<file path="src/rtl/alp_pkg.sv">
// Shared definitions for the ALP ALU slice sequencer.
// Contents: op encoding, FSM states, the X/Z select and first-step carry table,
// and the decoded control bundle passed from alp_ctl_dec to alp_ctl_seq.
package alp_pkg;

  localparam int unsigned OP_W   = 3;
  localparam int unsigned XCTL_W = 4;
  localparam int unsigned ZCTL_W = 3;

  typedef enum logic [OP_W-1:0] {
    ALP_OP_ADD   = 3'd0,
    ALP_OP_SUB   = 3'd1,
    ALP_OP_AND   = 3'd2,
    ALP_OP_OR    = 3'd3,
    ALP_OP_XOR   = 3'd4,
    ALP_OP_PASSA = 3'd5,
    ALP_OP_BADD  = 3'd6,
    ALP_OP_BSUB  = 3'd7
  } alp_op_e;

  typedef enum logic [1:0] {
    ST_IDLE = 2'd0,
    ST_RUN  = 2'd1,
    ST_DONE = 2'd2
  } alp_state_e;

  // xctl = {nA_nB,nA_pB,pA_nB,pA_pB}, zctl = {nA_pB,pA_nB,pA_pB}
  localparam logic [XCTL_W-1:0] X_ADD = 4'b0110;
  localparam logic [XCTL_W-1:0] X_SUB = 4'b1001;
  localparam logic [XCTL_W-1:0] X_AND = 4'b1110;
  localparam logic [XCTL_W-1:0] X_OR  = 4'b1000;
  localparam logic [XCTL_W-1:0] X_XOR = 4'b1001;
  localparam logic [ZCTL_W-1:0] Z_ADD = 3'b100;
  localparam logic [ZCTL_W-1:0] Z_SUB = 3'b010;
  localparam logic              CIN0_ADD = 1'b0;
  localparam logic              CIN0_SUB = 1'b1;

  // Per-op controls applied to the slice stack while running.
  typedef struct packed {
    logic [XCTL_W-1:0] xctl;
    logic [ZCTL_W-1:0] zctl;
    logic              carry_dis;
    logic              bcd_add;
    logic              bcd_op_l;
    logic              pass_a;
    logic              logic_op;   // carry flag forced to 0
  } alp_ctl_t;

  // Default carry into step 0 when no external carry is requested.
  function automatic logic op_cin0(input alp_op_e op);
    return ((op == ALP_OP_SUB) || (op == ALP_OP_BSUB)) ? CIN0_SUB : CIN0_ADD;
  endfunction

endpackage

</file>
<file path="src/rtl/alp_ctl_dec.sv">
// Combinational op -> slice control decode.
// Ports: i_op latched op code; o_ctl decoded control bundle for the RUN state.
module alp_ctl_dec
  import alp_pkg::*;
(
  input  alp_op_e  i_op,
  output alp_ctl_t o_ctl
);

  // Decimal ops reuse the binary selects and only add the BCD controls.
  always_comb begin
    o_ctl          = '0;
    o_ctl.bcd_op_l = 1'b1;
    case (i_op)
      ALP_OP_ADD: begin
        o_ctl.xctl = X_ADD;
        o_ctl.zctl = Z_ADD;
      end
      ALP_OP_SUB: begin
        o_ctl.xctl = X_SUB;
        o_ctl.zctl = Z_SUB;
      end
      ALP_OP_AND: begin
        o_ctl.xctl      = X_AND;
        o_ctl.carry_dis = 1'b1;
        o_ctl.logic_op  = 1'b1;
      end
      ALP_OP_OR: begin
        o_ctl.xctl      = X_OR;
        o_ctl.carry_dis = 1'b1;
        o_ctl.logic_op  = 1'b1;
      end
      ALP_OP_XOR: begin
        o_ctl.xctl      = X_XOR;
        o_ctl.carry_dis = 1'b1;
        o_ctl.logic_op  = 1'b1;
      end
      ALP_OP_PASSA: begin
        o_ctl.pass_a    = 1'b1;
        o_ctl.carry_dis = 1'b1;
        o_ctl.logic_op  = 1'b1;
      end
      ALP_OP_BADD: begin
        o_ctl.xctl     = X_ADD;
        o_ctl.zctl     = Z_ADD;
        o_ctl.bcd_add  = 1'b1;
        o_ctl.bcd_op_l = 1'b0;
      end
      ALP_OP_BSUB: begin
        o_ctl.xctl     = X_SUB;
        o_ctl.zctl     = Z_SUB;
        o_ctl.bcd_op_l = 1'b0;
      end
    endcase
  end

endmodule

</file>
<file path="src/rtl/alp_ctl_seq.sv">
// Sequencer for the ALP ALU slice stack: runs one op for len_h steps
// (0 = 2**CNT_W), chains carry between steps and accumulates C/V/Z/N.
// Inputs: clk_h, reset_l, start_h/op_h/len_h/use_c_h/c_in_h request,
//   stall_h, alu_cout_h/alu_v_h/alu_msb_h/alu_zero_h slice status.
// Outputs: xctl_h/zctl_h selects, carry_dis_h, carry_in_h, bcd_add_h,
//   bcd_op_l, pass_a_h, busy_h, step_h, step_cnt_h, done_h, c_h/v_h/z_h/n_h.
module alp_ctl_seq
  import alp_pkg::*;
#(
  parameter int unsigned CNT_W = 4
) (
  input  logic              clk_h,
  input  logic              reset_l,
  input  logic              start_h,
  input  logic [OP_W-1:0]   op_h,
  input  logic [CNT_W-1:0]  len_h,
  input  logic              use_c_h,
  input  logic              c_in_h,
  input  logic              stall_h,
  input  logic              alu_cout_h,
  input  logic              alu_v_h,
  input  logic              alu_msb_h,
  input  logic              alu_zero_h,
  output logic [XCTL_W-1:0] xctl_h,
  output logic [ZCTL_W-1:0] zctl_h,
  output logic              carry_dis_h,
  output logic              carry_in_h,
  output logic              bcd_add_h,
  output logic              bcd_op_l,
  output logic              pass_a_h,
  output logic              busy_h,
  output logic              step_h,
  output logic [CNT_W-1:0]  step_cnt_h,
  output logic              done_h,
  output logic              c_h,
  output logic              v_h,
  output logic              z_h,
  output logic              n_h
);

  alp_state_e       r_state;
  alp_op_e          r_op;
  logic [CNT_W-1:0] r_len;
  logic [CNT_W-1:0] r_cnt;
  logic             r_carry;
  logic             r_c, r_v, r_z, r_n;

  alp_ctl_t         w_ctl;
  logic             w_run;
  logic             w_step;
  logic             w_last;

  alp_ctl_dec u_dec (
    .i_op  (r_op),
    .o_ctl (w_ctl)
  );

  assign w_run  = (r_state == ST_RUN);
  assign w_step = w_run & ~stall_h;
  // len 0 wraps to all ones, giving 2**CNT_W steps.
  assign w_last = (r_cnt == (r_len - CNT_W'(1)));

  // Controls follow the latched op in RUN, idle values otherwise.
  assign xctl_h      = w_run ? w_ctl.xctl      : '0;
  assign zctl_h      = w_run ? w_ctl.zctl      : '0;
  assign carry_dis_h = w_run ? w_ctl.carry_dis : 1'b1;
  assign carry_in_h  = w_run & ~w_ctl.carry_dis & r_carry;
  assign bcd_add_h   = w_run & w_ctl.bcd_add;
  assign bcd_op_l    = w_run ? w_ctl.bcd_op_l  : 1'b1;
  assign pass_a_h    = w_run ? w_ctl.pass_a    : 1'b1;

  assign busy_h     = (r_state != ST_IDLE);
  assign step_h     = w_step;
  assign step_cnt_h = r_cnt;
  assign done_h     = (r_state == ST_DONE);
  assign c_h        = r_c;
  assign v_h        = r_v;
  assign z_h        = r_z;
  assign n_h        = r_n;

  // Sequencer FSM, step counter, carry chain and condition-code accumulation.
  always_ff @(posedge clk_h or negedge reset_l) begin
    if (!reset_l) begin
      r_state <= ST_IDLE;
      r_op    <= ALP_OP_ADD;
      r_len   <= '0;
      r_cnt   <= '0;
      r_carry <= 1'b0;
      r_c     <= 1'b0;
      r_v     <= 1'b0;
      r_z     <= 1'b0;
      r_n     <= 1'b0;
    end else begin
      case (r_state)
        ST_IDLE: begin
          if (start_h) begin
            r_state <= ST_RUN;
            r_op    <= alp_op_e'(op_h);
            r_len   <= len_h;
            r_cnt   <= '0;
            r_carry <= use_c_h ? c_in_h : op_cin0(alp_op_e'(op_h));
          end
        end
        ST_RUN: begin
          if (w_step) begin
            r_carry <= alu_cout_h;
            r_c     <= w_ctl.logic_op ? 1'b0 : alu_cout_h;
            r_v     <= alu_v_h;
            r_n     <= alu_msb_h;
            r_z     <= (r_cnt == '0) ? alu_zero_h : (r_z & alu_zero_h);
            // Counter stays on the last index through DONE.
            if (w_last) begin
              r_state <= ST_DONE;
            end else begin
              r_cnt <= r_cnt + CNT_W'(1);
            end
          end
        end
        ST_DONE: r_state <= ST_IDLE;
        default: r_state <= ST_IDLE;
      endcase
    end
  end

endmodule

</file>
<file path="config.mk">
export PLATFORM = sky130hd
export DESIGN_NAME = alp_ctl_seq
export DESIGN_NICKNAME = d
export VERILOG_FILES = /design/src/rtl/alp_pkg.sv /design/src/rtl/alp_ctl_dec.sv /design/src/rtl/alp_ctl_seq.sv
export SDC_FILE = /design/constraint.sdc
export NUM_CORES = 1
export LEC_CHECK = 0
export ABC_AREA = 1
export BUFFER_PORTS_ARGS = -buffer_cell sky130_fd_sc_hd__buf_2
export CAP_MARGIN = 20
export CELL_PAD_IN_SITES_DETAIL_PLACEMENT = 1
export CELL_PAD_IN_SITES_GLOBAL_PLACEMENT = 2
export CORE_MARGIN = 3
export CORE_UTILIZATION = 26
export CTS_CLUSTER_SIZE = 20
export DETAILED_ROUTE_END_ITERATION = 7
export PLACE_DENSITY = 0.86
export SLEW_MARGIN = 20
export SYNTH_ARGS = -nofsm -noshare
export SYNTH_HDL_FRONTEND = slang
export SYNTH_SLANG_ARGS = --single-unit
export TNS_END_PERCENT = 20
</file>
<file path="constraint.sdc">
create_clock -name clk_h -period 1.95 [get_ports clk_h]
set_input_delay 0.0975 -clock clk_h [delete_from_list [all_inputs] [get_ports clk_h]]
set_output_delay 0.0975 -clock clk_h [all_outputs]
set_load 0.03 [all_outputs]
</file>
Word level (Yosys, flattened, before mapping)
Cells that the tools add are included.
Storage, ports and cells
  register bits after elaboration: 18
  bits of input ports: 17
  word-level logic and storage cells: 76
Cells by class
  $add $sub $neg: 2
  eq/ne operators: 16
  muxes and demuxes: 26
  bitwise operators: 7
  reductions and logical operators: 16
Operators with widths (count)
  2-to-1 mux 4 bit: 4
  one-hot mux 4 bit (4 select lines): 1
  equality test 3 bit (second input constant): 5
  2-to-1 mux 1 bit: 13
  one-hot mux 4 bit (2 select lines): 1
  equality test 3 x 1 -> 1 bit (second input constant): 2
  equality test 3 x 2 -> 1 bit (second input constant): 2
  2-to-1 mux 2 bit: 3
  inequality test 2 bit (second input constant): 3
  one-hot mux 3 bit (2 select lines): 1
  AND reduction 3 bit: 2
  OR reduction 2 bit: 3
  bitwise AND 1 bit: 5
  adder 4 x 1 -> 4 bit (second input constant): 1
  equality test 4 bit: 1
  logical NOT 4 bit: 1
  one-hot mux 2 bit (2 select lines): 1
  AND reduction 2 bit: 2
  AND reduction 4 bit: 1
  nonzero test 2 bit: 2
  OR reduction 4 bit: 1
  subtractor 4 x 1 -> 4 bit (second input constant): 1
  logical NOT 3 bit: 1
  2-to-1 mux 3 bit: 1
  other kinds (8): 9

Longest topological paths before layout
  word-level depth: 6
  depth in mapped cells: 11
  gate-level depth less buffers: 11

Cells and area by module
A second synthesis with hierarchy kept.
Unflattened totals
  cell total of the unflattened synthesis: 186
  area, all modules: 1296.2 µm²
Modules (own cells, without submodules)
  alp_ctl_seq: instances 1, cells each 158, area an instance 1127.3 µm², sequential area each 450.4 µm²
  alp_ctl_dec: instances 1, cells each 28, area an instance 168.9 µm², sequential area each 0.0 µm²

Worst setup path after synthesis
No wires, ideal clock.
  path type: register -> output
  start: register r_state[0]
  end: output xctl_h[2]
  data arrival time: 1455 ps
  data required time: 1852 ps
  path slack: 398 ps
  stages on the path, launching flop included: 5
  cell sequence: dfrtp_1 -> nand2_2 -> clkbuf_1 -> nor2_1 -> buf_4
Between the ends
  longest elaborated chain between the ends: 2
Ends and longest elaborated chain
  from (decl): RTL line alp_ctl_seq.sv:41  | alp_state_e r_state;
  from (signal assigned): RTL line alp_ctl_seq.sv:84  | r_state <= ST_IDLE;
  from (signal assigned): RTL line alp_ctl_seq.sv:97  | r_state <= ST_RUN;
  from (signal assigned): RTL line alp_ctl_seq.sv:113  | r_state <= ST_DONE;
  equality test 2 x 1 -> 1 bit: RTL line alp_ctl_seq.sv:58  | assign w_run = (r_state == ST_RUN);
  2-to-1 mux 4 bit: RTL line alp_ctl_seq.sv:64  | assign xctl_h = w_run ? w_ctl.xctl : '0;
  to (decl): RTL line alp_ctl_seq.sv:24  | output logic [XCTL_W-1:0] xctl_h,
No other way between the ends.

Worst setup path in the final report
  start: register r_op[1]
  end: output xctl_h[3]
Between the ends
  longest elaborated chain between the ends: 4
  elaborated cells on any way between the ends: 11
  those cells by class: eq/ne (6); mux (2); reduce/logical (3)
Ends and longest elaborated chain
  from (decl): RTL line alp_ctl_seq.sv:42  | alp_op_e r_op;
  from (signal assigned): RTL line alp_ctl_seq.sv:98  | r_op <= alp_op_e'(op_h);
  equality test 3 x 1 -> 1 bit (tied with other cells): RTL line alp_ctl_dec.sv:14  | case (i_op)
  OR reduction 3 bit (no source line) or OR reduction 2 bit (tied branches)
  one-hot mux 4 bit (4 select lines) *: RTL line alp_ctl_dec.sv:14
  2-to-1 mux 4 bit *: RTL line alp_ctl_seq.sv:64
Every way passes the cells marked *; elsewhere a longest branch is shown, timed or not.

==> impl_metrics.tcl <==
set metrics [dict create \
    critPathKind "flop to output pin" \
    antenna_found_initial 0 \
    critPathLaunchType "flop" \
    intPower_mw 1.238 \
    grt_setup_unrepaired "no" \
    dr.pass1.iters 4 \
    cts_resized 0 \
    stdcell_count 250 \
    crit_fanout 5 \
    initial_core_util_pct 27.65 \
    synth_flop_cell "dfrtp_1" \
    cts_setup_buffers 0 \
    io_pins 40 \
    syn_to_final_growth_pct 26.69 \
    fin_skew_ns 0.001315 \
    ys.warnings.count 0 \
    wl_um 2815 \
    async_flop_share_pct 100.0 \
    max_cap_violations 0 \
    grtUsageTotal_pct 12.17 \
    gp_congestion 0.7120 \
    rows 23 \
    io_buffers 38 \
    min_path_type "input port to flop" \
    ys_ff_latch 18 \
    power_mw 2.739 \
    fp.dieH_um 71.92 \
    diodes 0 \
    wl_met2_um 1285 \
    drive_above_1_share_pct 27.50 \
    p_leak_nw 0.7985 \
    status "finished clean" \
    clock_latency_ns 0.25 \
    final_common_cell "nand2_1" \
    synthCells 160 \
    avgSynthCellArea_um2 7.061 \
    ys_types 27 \
    seq_power_share_pct 25.2 \
    h-tree-depth 1 \
    placed_area_um2 1366 \
    drc 0 \
    cts.clk_slew.worst_paths_ns 0.07 \
    fin_tns_setup_ns 0 \
    cp.arrival_ns 1.54 \
    grt_start_max_net_pins 19 \
    cts_sinks 18 \
    dieArea_um2 5172 \
    switching_share_pct 54.79 \
    setup_violations 0 \
    wl_met1_um 1350 \
    post-place-cells 245 \
    crit_path_end_kind "output pin" \
    synth_area_um2 1130 \
    place.detailed.hpwl_um 2269 \
    stdcell_area_um2 1431 \
    via_per_inst 4.352 \
    final_max_slew_viol_count 0 \
    cts_buffers 3 \
    grt_pass1_vias 1073 \
    mostFrequentLayoutCells "nand2_1 (48), buf_2 (38), inv_1 (24)" \
    reg2reg_depth 10 \
    power.switching_mw 1.501 \
    power_density_nw_per_um2 1913 \
    grt_pass1_wl_um 4995 \
    grt-ovfl-total 0 \
    hold_ws_ns 0.04491 \
    ir_drop_uv 477.3 \
    wl_met3_um 138 \
    tritoncts "done" \
    syn_nets 180 \
    pwr-share-comb_pct 63.5 \
    root_buffer "clkbuf_8" \
    period_share_pct 83.94 \
    hold_path_depth 3 \
    yosysSeqAreaShare_pct 39.87 \
    min_period_ns 1.637 \
    clockBufferDepth 2 \
    routed.top_layer "met4" \
    nets 221 \
    fmax_mhz 611.0 \
    hold_viol 0 \
    route.vias.total 1088 \
    ant_nets 0 \
    synth_edf_count 0 \
    wl_per_cell_um 11.26 \
    required_ns 1.85 \
    pwr-share-clk_pct 11.3 \
    coreArea_um2 4086 \
    drt_iter0_markers 15 \
    die_x_um 71.92 \
    ctsHoldBuffers 1 \
]
path summary, 6_finish.rpt:
kind                                start    endpoint  slack, ns
worst min register to register        v_h         v_h       0.47
worst min-delay path            alu_msb_h         n_h       0.04
max in group asynchronous         reset_l     r_carry       1.35
min in group asynchronous         reset_l    r_len[2]       0.31
worst max register to register   r_len[0]  r_state[0]       0.39
worst max-delay path              r_op[1]   xctl_h[3]       0.31
final cells by class:
| type | instances | area [um^2] |
|---|---|---|
| inverter | 26 | 100.1 |
| multi-input combinational | 112 | 555.5 |
| fill | 535 | 2655 |
| timing repair buffer | 40 | 207.7 |
| tap | 50 | 62.56 |
| sequential | 18 | 450.4 |
| clock buffer | 4 | 55.05 |
critical path, stage by stage, from the launching register on:
cell     delay, ns
dfrtp_1       0.42
or2_1         0.27
nand2_1       0.09
inv_1         0.07
a21oi_1       0.17
a21oi_1       0.08
buf_2         0.18
per-stage QoR:
| stage | util [%] | worst slack [ns] |
|---|---|---|
| final | 35.03 | 0.3132 |
| after global routing | 35.03 | 0.1357 |
| after CTS | 35.03 | 0.3011 |
| after detailed placement | 33.44 | 0.3752 |
| after global placement | 33.44 | 0.4098 |
| after floorplan | - | 0.3977 |
registers in the layout, summed over array words and instances (netlist names):
register    cells
v_h             1
step_cnt_h      4
r_state         2
z_h             1
c_h             1
r_carry         1
r_op            3
r_len           4
n_h             1
per-layer routing:
metal / global-route usage (%) / up-vias
met5: 0 / -
met4: 4.384 / 0
met3: 2.770 / 2
met2: 19.18 / 26
met1: 16.38 / 494
li1: - / 566
cell usage after synthesis (2+ instances only):
cell | instances | area (um^2)
a21oi_1 | 3 | 15.01
buf_4 | 2 | 15.01
dfrtp_1 | 18 | 450.4
ha_1 | 3 | 37.54
inv_1 | 24 | 90.09
nand2_1 | 48 | 180.2
nand3_1 | 11 | 55.05
nor2_1 | 19 | 71.32
nor2_2 | 3 | 18.77
nor2_4 | 2 | 22.52
nor3_1 | 3 | 15.01
o21ai_0 | 9 | 45.04
power by group through the flow:
stage,Combinational [mW],Sequential [mW],Clock (mW)
2_1_floorplan,1.22,0.803,0
3_5_place_dp,1.77,0.697,0
4_1_cts,1.78,0.692,0.318
6_report,1.74,0.690,0.309
3_3_place_gp,1.75,0.696,0
5_1_grt,1.96,0.721,0.341
cells by family after synthesis:
| kind of cell | count (synthesis) | share of synthesized area [%] |
|---|---|---|
| AO/OA/AOI/OAI | 15 | 7.640 |
| adder cells (fa/ha/maj) | 3 | 3.323 |
| flip-flops | 18 | 39.87 |
| buffers and inverters | 30 | 10.96 |
| other | 1 | 0.3319 |
| AND/OR/NAND/NOR | 91 | 36.32 |
| XOR/XNOR | 2 | 1.551 |
No activity file was read; power rests on OpenSTA's default activity.
